## config.mk

```make
export PLATFORM = sky130hd
export DESIGN_NAME = instr_byte_assembler
export DESIGN_NICKNAME = d
export VERILOG_FILES = /design/src/rtl/instr_byte_assembler_pkg.sv /design/src/rtl/instr_byte_assembler.sv
export SDC_FILE = /design/constraint.sdc
export NUM_CORES = 1
export LEC_CHECK = 0
export CAP_MARGIN = 10
export CORE_MARGIN = 2
export CORE_UTILIZATION = 50
export CTS_BUF_LIST = sky130_fd_sc_hd__clkbuf_4
export DETAILED_ROUTE_END_ITERATION = 16
export GPL_TIMING_DRIVEN = 0
export PLACE_DENSITY = 0.9
export SKIP_LAST_GASP = 1
export SLEW_MARGIN = 20
export SYNTH_ARGS = -nofsm -noshare
export SYNTH_HDL_FRONTEND = slang
export SYNTH_SLANG_ARGS = --single-unit
```

## constraint.sdc

```tcl
create_clock -name clk -period 1.54 [get_ports clk]
set_input_delay 0.154 -clock clk [delete_from_list [all_inputs] [get_ports clk]]
set_output_delay 0.154 -clock clk [all_outputs]
set_load 0.02 [all_outputs]
```

## src/rtl/instr_byte_assembler_pkg.sv

```systemverilog
// Shared core definitions: reset instruction and byte-lane index type.
package instr_byte_assembler_pkg;

    // RV32I canonical NOP: addi x0, x0, 0
    localparam logic [31:0] RV32_NOP = 32'h0000_0013;

    // Index of a byte lane within a 32-bit instruction word
    typedef logic [1:0] byte_idx_t;

    localparam byte_idx_t LAST_BYTE = 2'd3;

endpackage

```

## src/rtl/instr_byte_assembler.sv

```systemverilog
// Packs a little-endian byte stream into 32-bit instruction words with a
// one-deep output register and valid/ready handshakes on both sides.
module instr_byte_assembler
    import instr_byte_assembler_pkg::*;
#(
    parameter logic [31:0] RESET_INSTR = RV32_NOP
) (
    input  logic        clk,
    input  logic        rst,
    input  logic [7:0]  byte_in,
    input  logic        byte_valid,
    output logic        byte_ready,
    input  logic        sync,
    output logic [31:0] instr,
    output logic        instr_valid,
    input  logic        instr_ready,
    output logic [1:0]  byte_cnt
);

    byte_idx_t   cnt_q;
    logic [23:0] asm_q;
    logic [31:0] instr_q;
    logic        valid_q;

    logic        accept;
    logic        word_done;

    // Only the completing byte needs a free output slot; earlier lanes can
    // fill while the previous word is still waiting to be consumed.
    always_comb begin
        byte_ready = !sync && !rst &&
                     (cnt_q != LAST_BYTE || !valid_q || instr_ready);
        accept     = byte_valid && byte_ready;
        word_done  = accept && (cnt_q == LAST_BYTE);
    end

    // Byte counter and assembly lanes; sync restarts the word from lane 0.
    always_ff @(posedge clk) begin
        if (rst) begin
            cnt_q <= '0;
            asm_q <= '0;
        end else if (sync) begin
            cnt_q <= '0;
        end else if (accept) begin
            cnt_q <= cnt_q + 2'd1;
            case (cnt_q)
                2'd0:    asm_q[7:0]   <= byte_in;
                2'd1:    asm_q[15:8]  <= byte_in;
                2'd2:    asm_q[23:16] <= byte_in;
                default: asm_q        <= asm_q;
            endcase
        end
    end

    // Output word register: a completing word wins over a consume so a
    // back-to-back stream keeps instr_valid high without a bubble.
    always_ff @(posedge clk) begin
        if (rst) begin
            instr_q <= RESET_INSTR;
            valid_q <= 1'b0;
        end else if (word_done) begin
            instr_q <= {byte_in, asm_q};
            valid_q <= 1'b1;
        end else if (instr_ready && valid_q) begin
            valid_q <= 1'b0;
        end
    end

    assign instr       = instr_q;
    assign instr_valid = valid_q;
    assign byte_cnt    = cnt_q;

endmodule

```

==> impl_metrics.csv <==
group,metric,value,unit
clock_network,root_buffer,"clkbuf_4",
yosys,synth_top_cells_by_count,"dfxtp_1, nand2b_1, mux2i_1",
sta,setup_tns,-0.673,ps
clock_network,numCtsBuffers,9,
grt,grt_start_max_net_pins,11,
worst_setup_path,arrival,1390,ps
clock_network,clk_latency,380,ps
run_status,status,"finished with violations",
clock_network,clkSinkCount,59,
grt,grtUsageTotal,0.196,
sta,period_needed,1540,ps
worst_setup_path,start_kind,"flop",
yosys,async_flop_share,0,
worst_setup_path,endpoint_kind,"primary output",
yosys,syn_nets,234,
yosys,synth_most_common_cell,"dfxtp_1",
power,ir_drop,0.000480,V
detailed_routing,num_vias,1710,
placed_design,post-place-ws,-842,ps
final_layout,syn_to_final_growth,32.3,%
sta,worst_slew_pin_slew,393,ps
yosys,synth_edf_count,0,
sta,finClkSkew,9.71,ps
final_layout,fillCellCount,370,
yosys,yosys.area.top_type,"dfxtp_1",
detailed_routing,antenna_left,0,
sta,fin_crit_sh,1.00,
sta,finalHoldViolCount,0,
worst_hold_path,worstHoldPathType,"input pin to flop",
detailed_routing,first_iter_violations,57,
grt,grt_overflow,0,
run_status,violations,"negative setup slack",
die,rows,25,
yosys,synth-compound-area-share,0.0178,
clock_network,clockBufferDepth,2,
worst_setup_path,reg2reg_slack,110,ps
placed_design,gp_congestion,0.777,
yosys,yosysTopAreaCellShare,0.494,
power,cellPowerDensity,860,mW/mm2
sta,hold_ws,418,ps
worst_setup_path,cp_max_fo,5,
yosys,synthSimpleGateAreaFrac,0.202,
yosys,synth_ff_type,"dfxtp_1",
detailed_routing,dr.pass1.iters,4,
grt,grt_pass1_vias,1681,
yosys,synth_area_per_cell,11.0,um2
yosys,netlist_instances,217,
placed_design,dp_hpwl,3360,um
final_layout,drive_above_1_share,0.113,
sta,setup_viol,1,
die,boundaryPins,49,
die,die_h,73.1,um
yosys,yosys_warnings,0,
yosys,yosys_register_bits,59,
detailed_routing,routed_wirelength,4880,um
sta,rsz0062_at_grt,"true",
die,die_x,73.1,um
yosys,synthMuxAreaShare,0.222,
clock_network,holdBufCountCts,0,
placed_design,port_buffers,48,
yosys,ys_seq_area_frac,0.494,
clock_network,cts_tree,"yes",
sta,fmax,0.649,GHz
die,coreArea,0.00466,mm2
sta,fin_ws,-0.673,ps
detailed_routing,viasPerCell,5.06,
yosys,synth-adder-area-share,0.0210,
final_layout,antenna_cells,0,
yosys,yosys-top-cells-area,"dfxtp_1, mux2i_1, nand2b_1",
yosys,syn_area,0.00239,mm2
yosys,synth_top_family_by_area,"multiplexers",
grt,antenna_found_initial,0,
die,die_area,0.00535,mm2
yosys,synth_xor_area_frac,0,
detailed_routing,wl_per_cell,14.4,um
sta,finalMaxSlewViolations,0,
die,initial_core_util,0.512,
clock_network,h-tree-depth,3,
final_layout,fin_nets,297,
sta,slew_headroom,0.738,
worst_setup_path,cp.required,1390,ps
clock_network,cts.clk_slew.worst_paths,90,ps
grt,grt_pass1_wl,7820,um
yosys,synthDistinctLibCells,22,
job,max_cap_violations,0,
detailed_routing,drc,0,
worst_setup_path,crit_type,"flop to primary output",
power,leakagePower,1.84,nW
[power breakdown]
part,internal [mW],switching (mW),total [mW],leakage (nW)
clock,0.485,0.524,1.01,0.0664
combinational,0.0819,0.0775,0.159,1.30
sequential,1.54,0.00913,1.55,0.478
[metal layers]
metal | global-route usage | routed length, um
met2 | 0.306 | 2340
met1 | 0.251 | 2290
met4 | 0.0905 | 86
met3 | 0.0552 | 169
met5 | 0 | 0
[registers in the layout, summed over array words and instances, names as in the netlist]
| register | cells |
|---|---|
| instr | 32 |
| instr_valid | 1 |
| asm_q | 24 |
| byte_cnt | 2 |
[kinds of logic (layout without fill, tap and decap cells)]
| logic type | after synthesis | after routing |
|---|---|---|
| simple gates | 73 | 73 |
| flops | 59 | 59 |
| mux | 53 | 53 |
| buf+inv | 21 | 88 |
| compound gates | 7 | 7 |
| fa+ha+maj | 4 | 4 |
[worst max-delay path, cell delays in order (launching register included)]
cell and delay, ps:
dfxtp_4 380, ha_4 160, and3b_2 200, nor3_2 100, buf_4 160
[metrics by stage]
stage          cell area, um2  std cells  utilization  total power [mW]
2_1_floorplan            2390        217            -              1.67
3_3_place_gp             2940        319        0.630              1.74
3_5_place_dp             2940        319        0.630              1.74
4_1_cts                  3090        336        0.664              2.73
5_1_grt                  3160        338        0.678              2.82
6_report                 3160        338        0.678              2.72
[worst paths after layout]
check,start,to,cells after the start
setup / recovery,byte_cnt[1],byte_ready,4
hold / removal,byte_in[1],asm_q[17],3
setup reg to reg,byte_cnt[1],asm_q[10],4
hold reg to reg,asm_q[9],instr[9],2
[cells in the final DEF, fill, tap and decap left out, types with 4 or more instances in the layout]
cell / count
clkbuf_4: 10
mux2i_1: 53
clkdlybuf4s50_1: 25
clkinv_1: 4
nand2b_1: 54
nor2_1: 4
dfxtp_1: 57
inv_1: 11
dlymetal6s2s_1: 20
a21oi_1: 4
clkbuf_1: 5
buf_4: 5
[timing repair]
item | CTS | global route
endpoints found under the setup margin | 18 | 22
setup buffers | 2 | 2
gates resized for setup | 17 | 21
pin swaps | 0 | 1
[area by class of cell]
cell class | count | area [um2] | area share
plain buffers | 10 | 62.6 | 0.0198
clock buffers | 10 | 75.1 | 0.0238
clock inverters | 5 | 45.0 | 0.0143
inverters | 11 | 41.3 | 0.0131
multi-input cells | 137 | 1120 | 0.356
flip-flops and latches | 59 | 1190 | 0.376
well taps | 54 | 67.6 | 0.0214
repair buffers | 52 | 556 | 0.176
Power figures use the tool's default switching activity.
